===== src/rtl/gcd_requester.sv =====
// ============================================================================
//  Module      : gcd_requester
//  Description : Host-side requester for the iterative GCD unit. Takes an
//                operand pair over a valid/ready request channel, parks and
//                launches the GCD unit, waits for done (bounded by a timeout)
//                and returns the result over a valid/ready response channel.
//  Revision    : 1.0 - initial release
// ============================================================================
`default_nettype none

module gcd_requester #(
  parameter int WIDTH   = 4,
  parameter int TIMEOUT = 64
) (
  input  logic             clk,
  input  logic             reset,
  // request channel
  input  logic             req_valid,
  output logic             req_ready,
  input  logic [WIDTH-1:0] req_x,
  input  logic [WIDTH-1:0] req_y,
  // GCD unit interface
  output logic [WIDTH-1:0] gcd_x_i,
  output logic [WIDTH-1:0] gcd_y_i,
  output logic             gcd_reset,
  output logic             gcd_enable,
  input  logic             gcd_done,
  input  logic [WIDTH-1:0] gcd_d_o,
  // response channel
  output logic             rsp_valid,
  input  logic             rsp_ready,
  output logic [WIDTH-1:0] rsp_data,
  output logic             rsp_err,
  output logic [7:0]       job_count
);

  localparam int c_TIMER_W = $clog2(TIMEOUT);
  localparam logic [c_TIMER_W-1:0] c_TIMER_LAST = c_TIMER_W'(TIMEOUT - 1);

  typedef enum logic [1:0] {
    S_IDLE  = 2'd0,
    S_CLEAR = 2'd1,
    S_RUN   = 2'd2,
    S_RESP  = 2'd3
  } state_t;

  state_t               r_state;
  logic [WIDTH-1:0]     r_op_x;
  logic [WIDTH-1:0]     r_op_y;
  logic [WIDTH-1:0]     r_rsp_data;
  logic                 r_rsp_err;
  logic [c_TIMER_W-1:0] r_timer;
  logic [7:0]           r_job_count;
  logic                 r_req_ready;
  logic                 r_gcd_reset;
  logic                 r_gcd_enable;
  logic                 r_rsp_valid;

  // Job sequencer: state, operands, timer, response and all handshake outputs
  // are registered together so every output changes on the same edge as the
  // state it belongs to.
  always_ff @(posedge clk) begin
    if (!reset) begin
      r_state      <= S_IDLE;
      r_op_x       <= '0;
      r_op_y       <= '0;
      r_rsp_data   <= '0;
      r_rsp_err    <= 1'b0;
      r_timer      <= '0;
      r_job_count  <= 8'd0;
      r_req_ready  <= 1'b1;
      r_gcd_reset  <= 1'b1;
      r_gcd_enable <= 1'b0;
      r_rsp_valid  <= 1'b0;
    end else begin
      case (r_state)
        S_IDLE: begin
          // req_ready is high throughout IDLE, so req_valid alone is the handshake
          if (req_valid) begin
            r_op_x      <= req_x;
            r_op_y      <= req_y;
            r_req_ready <= 1'b0;
            if ((req_x == '0) || (req_y == '0)) begin
              // gcd(a,0)=a and gcd(0,0)=0; the unit would never finish on a zero
              r_rsp_data  <= req_x | req_y;
              r_rsp_err   <= 1'b0;
              r_rsp_valid <= 1'b1;
              r_state     <= S_RESP;
            end else begin
              r_state <= S_CLEAR;
            end
          end
        end

        S_CLEAR: begin
          // unit has seen one reset cycle with the new operands; release it
          r_timer      <= '0;
          r_gcd_reset  <= 1'b0;
          r_gcd_enable <= 1'b1;
          r_state      <= S_RUN;
        end

        S_RUN: begin
          if (gcd_done) begin
            // done takes priority over a coincident timeout
            r_rsp_data   <= gcd_d_o;
            r_rsp_err    <= 1'b0;
            r_rsp_valid  <= 1'b1;
            r_gcd_reset  <= 1'b1;
            r_gcd_enable <= 1'b0;
            r_state      <= S_RESP;
          end else if (r_timer == c_TIMER_LAST) begin
            r_rsp_data   <= '0;
            r_rsp_err    <= 1'b1;
            r_rsp_valid  <= 1'b1;
            r_gcd_reset  <= 1'b1;
            r_gcd_enable <= 1'b0;
            r_state      <= S_RESP;
          end else begin
            r_timer <= r_timer + 1'b1;
          end
        end

        S_RESP: begin
          if (rsp_ready) begin
            r_rsp_valid <= 1'b0;
            r_req_ready <= 1'b1;
            r_job_count <= r_job_count + 8'd1;
            r_state     <= S_IDLE;
          end
        end

        default: begin
          r_state      <= S_IDLE;
          r_req_ready  <= 1'b1;
          r_gcd_reset  <= 1'b1;
          r_gcd_enable <= 1'b0;
          r_rsp_valid  <= 1'b0;
        end
      endcase
    end
  end

  assign req_ready  = r_req_ready;
  assign gcd_x_i    = r_op_x;
  assign gcd_y_i    = r_op_y;
  assign gcd_reset  = r_gcd_reset;
  assign gcd_enable = r_gcd_enable;
  assign rsp_valid  = r_rsp_valid;
  assign rsp_data   = r_rsp_data;
  assign rsp_err    = r_rsp_err;
  assign job_count  = r_job_count;

endmodule

`default_nettype wire


===== config.mk =====
export PLATFORM = sky130hd
export DESIGN_NAME = gcd_requester
export DESIGN_NICKNAME = d
export VERILOG_FILES = /design/src/rtl/gcd_requester.sv
export SDC_FILE = /design/constraint.sdc
export NUM_CORES = 1
export LEC_CHECK = 0
export ABC_CLOCK_PERIOD_IN_PS = 4700
export BUFFER_PORTS_ARGS = -buffer_cell sky130_fd_sc_hd__buf_2
export CORE_MARGIN = 5
export CORE_UTILIZATION = 55
export CTS_CLUSTER_SIZE = 12
export DETAILED_ROUTE_END_ITERATION = 7
export PLACE_DENSITY = 0.84
export SKIP_CTS_REPAIR_TIMING = 1
export SLEW_MARGIN = 20
export SYNTH_ARGS = -nofsm -noshare
export SYNTH_HDL_FRONTEND = slang
export SYNTH_SLANG_ARGS = --single-unit

===== constraint.sdc =====
create_clock -name clk -period 4.7 [get_ports clk]
set_input_delay 0.94 -clock clk [delete_from_list [all_inputs] [get_ports clk]]
set_output_delay 0.94 -clock clk [all_outputs]
set_load 0.01 [all_outputs]

## After elaboration in Yosys (flattened, before gate mapping)

Index checks and enable logic that the tools add are counted.

| operators by class | value |
|---|---|
| reductions and logical operators | 16 |
| multiplexer cells | 31 |
| bitwise gates (word level) | 1 |
| $add $sub $neg | 2 |
| equal/unequal tests | 10 |

Operators by type and width:

| kind | number |
|---|---|
| two-way mux 4 bit | 4 |
| two-way mux 1 bit | 12 |
| two-way mux 6 bit | 2 |
| one-hot mux 6 bit (2 select lines) | 1 |
| two-way mux 2 bit | 5 |
| != test 2 bit, second input constant | 5 |
| AND reduction 3 bit | 3 |
| adder 8 x 1 -> 8 bit, second input constant | 1 |
| zero test 4 bit | 2 |
| one-hot mux 1 bit (2 select lines) | 4 |
| one-hot mux 2 bit (4 select lines) | 1 |
| one-hot mux 4 bit (2 select lines) | 1 |
| adder 6 x 1 -> 6 bit, second input constant | 1 |
| == test 6 bit, second input constant | 1 |
| AND reduction 2 bit | 3 |
| nonzero test 2 bit | 3 |
| AND reduction 5 bit | 1 |
| == test 2 bit, second input constant | 2 |
| bitwise OR 4 bit | 1 |
| AND reduction 4 bit | 1 |
| != test 3 bit, second input constant | 1 |
| one-hot mux 1 bit (3 select lines) | 1 |
| nonzero test 3 bit | 1 |
| == test 2 x 1 -> 1 bit, second input constant | 1 |
| 2 further kinds | 2 |

| word-level totals | value |
|---|---|
| flip-flop bits (word level) | 33 |

## Longest topological paths before layout

Gate-level depths: netlist of run 1.

| logic depth | value |
|---|---|
| depth after elaboration | 5 |
| gate-level depth with buffers | 7 |

## Least setup slack after synthesis of run 1

No wires, ideal clock.

| timing path | value |
|---|---|
| kind | input to register |
| start point | in gcd_done |
| end point | reg r_timer[5] |
| slack | 2.716 ns |
| arrival time | 1.914 ns |
| setup time | 0.070 ns |
| stages | 4 |
| cell sequence | and2b_2 -> o2111ai_2 -> or4_1 -> a21oi_1 |

| between the ends | value |
|---|---|
| cells in the longest elaborated chain, start to end | 2 |

RTL lines:

| item | line | RTL |
|---|---|---|
| start, declared | 27 | `input logic gcd_done,` |
| != test 2 bit (no source line) | - |  |
| AND reduction 3 bit (no source line) | - |  |
| end signal, assigned | 120 | `r_timer <= r_timer + 1'b1;` |
| end, declared | 52 | `logic [c_TIMER_W-1:0] r_timer;` |

Every way passes these cells.
A chain may end at the register's enable or synchronous reset.

## Worst setup path in the final report of run 1

| timing path | value |
|---|---|
| start point | reg r_state[0] |
| end point | reg r_timer[5] |

| between the ends | value |
|---|---|
| cells in the longest elaborated chain, start to end | 3 |
| elaborated cells on any way between the ends | 7 |
| those cells by class | 4 x eq/ne; 1 x mux; 2 x reduce/logical |

RTL lines:

| item | line | RTL |
|---|---|---|
| start, declared | 47 | `state_t r_state;` |
| start signal, assigned | 64 | `r_state <= S_IDLE;` |
| start signal, assigned | 88 | `r_state <= S_RESP;` |
| start signal, assigned | 90 | `r_state <= S_CLEAR;` |
| == test 2 bit or == test 2 x 1 -> 1 bit (tied branches) | 76 | `case (r_state)` |
| != test 2 bit (no source line) or nonzero test 2 bit (tied branches) | - |  |
| AND reduction 3 bit (no source line) | - |  |

Several ways; a longest one is shown, not always the timed one.

==> flow_summary.toml, run 1 <==
[global_routing]
grt_pass1_wl_um = 6051
met3_usage_pct = 5.329
grt.total_usage_pct = 18.76
use_met2_pct = 31.54
overflow = 0
grt_pass1_vias = 1420
gr-usage-met1_pct = 21.33
top_usage_layer = "met2"
grt_max_degree = 24
antenna_found_initial = 0

[timing]
finalCritPeriodShare_pct = 43.53
setup_slack_ps = 2654
rsz0062_at_grt = "false"
finalSetupViolations = 0
worstMarginPinSlew_ps = 700.3
finalMaxSlewViolations = 0
finClkSkew_ps = 4.661
slew_headroom_pct = 53.26
fin_crit_ps = 2046
max_freq_mhz = 488.8
setup_tns_ps = 0
final-hold-violation-count = 0

[synth]
synthesis.nets = 210
async_flop_share_pct = 0
synth_top_flop_cell = "dfxtp_1"
seq_area_frac_synth_pct = 42.58
synth-edff-count = 0
synth_area_sq_um = 1551
synthCells = 186
synth_warnings = 0
synth_cell_type_count = 35
synth_area_per_cell_sq_um = 8.341
ys_ff_latch = 33

[die]
die_height_um = 63.11
die-area_sq_um = 3983
num_rows = 19
initial_core_util_pct = 56.75
core_area_sq_um = 2734
num_io_pins = 42
die_w_um = 63.11

[clock_tree]
cts_root_buffer = "clkbuf_4"
cts_tree = "yes"
clock_latency_ps = 340
clk_pin_slew_ps = 100
clkSinkCount = 33
htreeDepth = 2
clock_path_buffers = 2
cts_made_buffers = 5

[hold_path]
hold_class = "reg2reg"

[worst_setup_path]
cp_cell_sequence = "inv_1, ha_1, nor2b_1, o2111ai_2, or4_1, a21oi_1"
cp_slowest_stage_delay_ps = 490
arrival_ps = 2330
start_kind = "register"
critical_path.top_delay_family = "simple AND/OR/NAND/NOR gates"
required_ps = 4980
cp_num_buf_inv = 1
critical_path_class = "reg2reg"
end_kind = "register"
cp_slowest_cell = "or4_1"
worstPathMaxFanout = 15

[placed_design]
placed_area_sq_um = 1773
io_buffers = 41
pre_cts_ws_ps = 2509
gp_congestion = 0.8900
dpl.hpwl_um = 2644

[layout]
syn2layout_area_growth_pct = 19.76
layout_commonest_cell = "buf_2"
final_nets = 252
finalInstanceArea_sq_um = 1858
num_antenna_cells = 0
multi_input_area_sq_um = 849.6
final_cell_mix = "buf_2, dfxtp_1, nand2_1"
n_fill_cell = 242
drive_gt1_share_pct = 23.14
fin_util_pct = 67.96
regArea_sq_um = 660.6

[pwr]
switchingPower_mw = 0.3410
seqPwrFrac_pct = 38.8
swShare_pct = 36.08
ir_worst_vdd_mv = 0.3775
pwr-share-comb_pct = 37.8
leakage_nw = 0.8003
p_total_mw = 0.9452
intPower_mw = 0.6042
clockPowerShare_pct = 23.5
power_density_nw_per_um2 = 508.7

[routing]
drt_iter0_drc = 76
drt-total-wl_um = 3523
num_vias = 1420
drt_first_pass_iters = 4
ant_nets = 0
routed_via_density = 5.462
wl_per_cell_um = 13.55
post-route-drc-count = 0

[run]
cap_violations = 0

[run_status]
status = "finished clean"
## area by class of cell
cell class | count | share of cell area, %
well taps | 31 | 2.088
repair buffers | 41 | 11.04
inverters | 5 | 1.010
multi-input cells | 142 | 45.72
clock inverters | 1 | 1.616
flip-flops and latches | 33 | 35.56
clock buffers | 7 | 2.963
## state kept, by name, summed over array words and instances, names as in the netlist
register,cells
job_count,8
req_ready,1
rsp_err,1
gcd_y_i,4
rsp_data,4
gcd_enable,1
rsp_valid,1
gcd_x_i,4
r_state,2
gcd_reset,1
r_timer,6
## cell usage after synthesis, types with 2 or more instances
cell       n  area [sq um]
ha_1       7         87.58
clkbuf_1   6         22.52
xor2_1     7         61.31
nand3_1   11         55.05
nand2b_1   4         25.02
dfxtp_1   33         660.6
nor2_1    16         60.06
o21ai_0   15         75.07
and3_1     2         12.51
nor3_1     2         10.01
o31ai_1    2         15.01
o21a_1     2         15.01
and2_1     2         12.51
nor4_2     2         25.02
mux2i_1    2         20.02
nand4_1    4         25.02
inv_1      5         18.77
a21oi_1   21         105.1
a2111o_1   2         22.52
nand2_1   26         97.59
## layer usage
layer | up-vias | wire (um)
met1 | 634 | 1557
met5 | - | 0
li1 | 743 | -
met2 | 36 | 1697
met4 | 0 | 79
met3 | 7 | 188
## path summary, 6_finish.rpt
check,startpoint,to,slack [ps],depth (start not counted)
hold reg to reg,gcd_x_i[2],gcd_x_i[2],460,2
hold / removal,gcd_x_i[2],gcd_x_i[2],460,2
setup reg to reg,r_state[0],r_timer[5],2650,6
setup / recovery,r_state[0],r_timer[5],2650,6
## tightest hold or removal path: cells and delay by family (launching register included)
family	cells	cell delay (ps)
and+or+nand+nor	1	50
DFF	1	320
AOI/OAI and AO/OA	1	50
## per-stage QoR
stage	std cells	hold slack (ps)
after detailed placement	252	447.0
after global routing	260	490.7
after floorplan	186	451.9
final	260	461.2
after global placement	252	439.6
after CTS	260	462.0
## cells by family (layout without fill, tap and decap cells)
logic type / count (synthesis) / in the layout / synth area share (%)
AO/OA/AOI/OAI: 50 / 50 / 19.52
XOR/XNOR: 8 / 8 / 4.516
adder cells (fa/ha/maj): 7 / 7 / 5.645
buffers and inverters: 11 / 54 / 2.661
flip-flops: 33 / 33 / 42.58
multiplexers: 3 / 3 / 2.016
AND/OR/NAND/NOR: 74 / 74 / 23.06
## power groups by stage
stage | combinational, mW | sequential (mW) | clock [mW]
2_1_floorplan | 0.231 | 0.392 | 0
3_3_place_gp | 0.351 | 0.371 | 0
3_5_place_dp | 0.357 | 0.373 | 0
4_1_cts | 0.358 | 0.367 | 0.226
5_1_grt | 0.401 | 0.376 | 0.239
6_report | 0.357 | 0.366 | 0.222
No activity file was read; power rests on OpenSTA's default activity.
==> run 2, diff against run 1 <==
Settings changed: ABC_AREA set to 1, ABC_CLOCK_PERIOD_IN_PS 4700 to 1880, CORE_UTILIZATION 55 to 47, PLACE_DENSITY 0.84 to 0.76.
Clock period 4.7 ns to 1.88 ns, I/O delays scaled along.
==> run 2 against run 1 <==
Against the previous run:
- routed wire length fell by 3.2%
- final cell count rose by 25%
- clock skew rose by 7.7 ps
- global-route usage fell by 3.2 points
- critical path type unchanged
==> flow_summary.toml, run 2 <==
[run_status]
status = "finished clean"

[pwr]
power_density_nw_per_um2 = 1308
leakage_nw = 0.9887
ir_worst_vdd_mv = 1.024

[hold_path]
hold_class = "in2reg"

[global_routing]
grt_max_degree = 24
overflow = 0
antenna_found_initial = 0
grt_pass1_vias = 1435
use_met2_pct = 23.83
grt_pass1_wl_um = 6175
gr-usage-met1_pct = 19.77
grt.total_usage_pct = 15.52
top_usage_layer = "met2"
met3_usage_pct = 4.348

[timing]
setup_tns_ps = 0
max_freq_mhz = 635.1
worstMarginPinSlew_ps = 377.2
rsz0062_at_grt = "false"
finClkSkew_ps = 12.32
finalMaxSlewViolations = 0
final-hold-violation-count = 0
fin_crit_ps = 1575
slew_headroom_pct = 74.83
finalCritPeriodShare_pct = 83.75
finalSetupViolations = 0
whs_ps = 302.5

[worst_setup_path]
critical_path_class = "reg2reg"
crit_start = "r_state[0]"
required_ps = 2130
arrival_ps = 1830
r2r-start = "r_state[0]"
regToRegSetupSlack_ps = 310
start_kind = "register"
r2r-end = "rsp_data[1]"
worstPathMaxFanout = 4
crit_path_end = "rsp_data[1]"
reg2reg_depth = 10
end_kind = "register"

[layout]
num_antenna_cells = 0
final_cell_mix = "nand2_1, buf_2, inv_1"
final_nets = 302
multi_input_area_sq_um = 825.8
regArea_sq_um = 660.6
layout_commonest_cell = "nand2_1"
syn2layout_area_growth_pct = 20.05
drive_gt1_share_pct = 24.37
largest_reg_flops = 8
n_fill_cell = 341

[routing]
drt_iter0_drc = 95
routed_via_density = 4.683
num_vias = 1522
drt_first_pass_iters = 4
post-route-drc-count = 0
drt-total-wl_um = 3410
ant_nets = 0
wl_per_cell_um = 10.49

[synth]
synth_top_area_share_pct = 39.94
seq_area_frac_synth_pct = 39.94
ys_ff_latch = 33
yosysTopAreaCell = "dfxtp_1"
synth_warnings = 0
synth_area_sq_um = 1654
synthCells = 232
synth_area_per_cell_sq_um = 7.130
synthesis.nets = 256
synth_cell_type_count = 29
yosysMostFrequentCell = "nand2_1"
synth-edff-count = 0
netlist_top_cells_count = "nand2_1, inv_1, dfxtp_1"
synth_top_flop_cell = "dfxtp_1"
netlist_top_cells_area = "dfxtp_1, nand2_1, inv_1"
async_flop_share_pct = 0

[clock_tree]
clk_pin_slew_ps = 100
cts_tree = "yes"
clkSinkCount = 33
cts_made_buffers = 5
clock_path_buffers = 2
cts_root_buffer = "clkbuf_4"
clock_latency_ps = 340
htreeDepth = 2

[die]
core_area_sq_um = 3363
num_rows = 21
num_io_pins = 42
die_w_um = 69.33
die-area_sq_um = 4806
initial_core_util_pct = 49.18
die_height_um = 69.33

[placed_design]
gp_congestion = 0.8742
dpl.hpwl_um = 2731
io_buffers = 41

[run]
cap_violations = 0
## run 2: how the worst min path moves through the flow
stage | startpoint | end | slack [ps] | cells past startpoint
global route | req_x[0] | gcd_x_i[0] | 290 | 3
finish | req_x[2] | gcd_x_i[2] | 300 | 3
floorplan | r_timer[0] | r_timer[0] | 450 | 1
detailed placement | rsp_err | rsp_err | 440 | 2
global placement | rsp_err | rsp_err | 440 | 2
CTS | req_x[2] | gcd_x_i[2] | 300 | 3
## run 2: logic make-up after synthesis
group                      share of synthesized area [%]
buffers and inverters                              10.14
xor gates and xnor gates                           1.589
DFF                                                39.94
and+or+nand+nor                                    27.99
adders and majority gates                          5.295
AOI/OAI and AO/OA                                  15.05
## run 2: cell type report
cell class / instances / share of cell area, %
Clock inverter: 1 / 0.2520
Tap cell: 46 / 2.899
Clock buffer: 7 / 3.277
Sequential cell: 33 / 33.27
Timing Repair Buffer: 43 / 11.09
Inverter: 40 / 7.624
Multi-Input combinational cell: 155 / 41.59
## run 2: report_power, final
group	internal [mW]	total, mW	leakage, nW	switching, mW
registers	0.873	0.967	0.270	0.0935
clock network	0.217	0.454	0.0413	0.237
logic	0.444	1.18	0.677	0.733
## run 2: per-layer routing
layer / up-vias / routed length, um
met1: 662 / 1613
met5: - / 0
li1: 827 / -
met3: 7 / 165
met4: 0 / 71
met2: 26 / 1560
## run 2: through the flow
stage	utilization, %	total power, mW	instance area [sq um]	instances	worst slack [ps]
after global routing	59.04	2.849	1986	325	90.25
after floorplan	-	1.834	1654	232	458.1
final	59.04	2.597	1986	325	305.5
after CTS	59.04	2.623	1986	325	296.4
after global placement	56.96	2.148	1916	317	351.0
after detailed placement	56.96	2.166	1916	317	313.2
## run 2: critical path, cell delays in order, from the launching register on
cell     delay (ps)
dfxtp_1         400
inv_1           100
ha_1            240
inv_1            80
nor2_1           60
a21oi_1         200
nand2_1         140
nor2_4          120
nand2_1          70
nand2_1          60
nor2_1           30
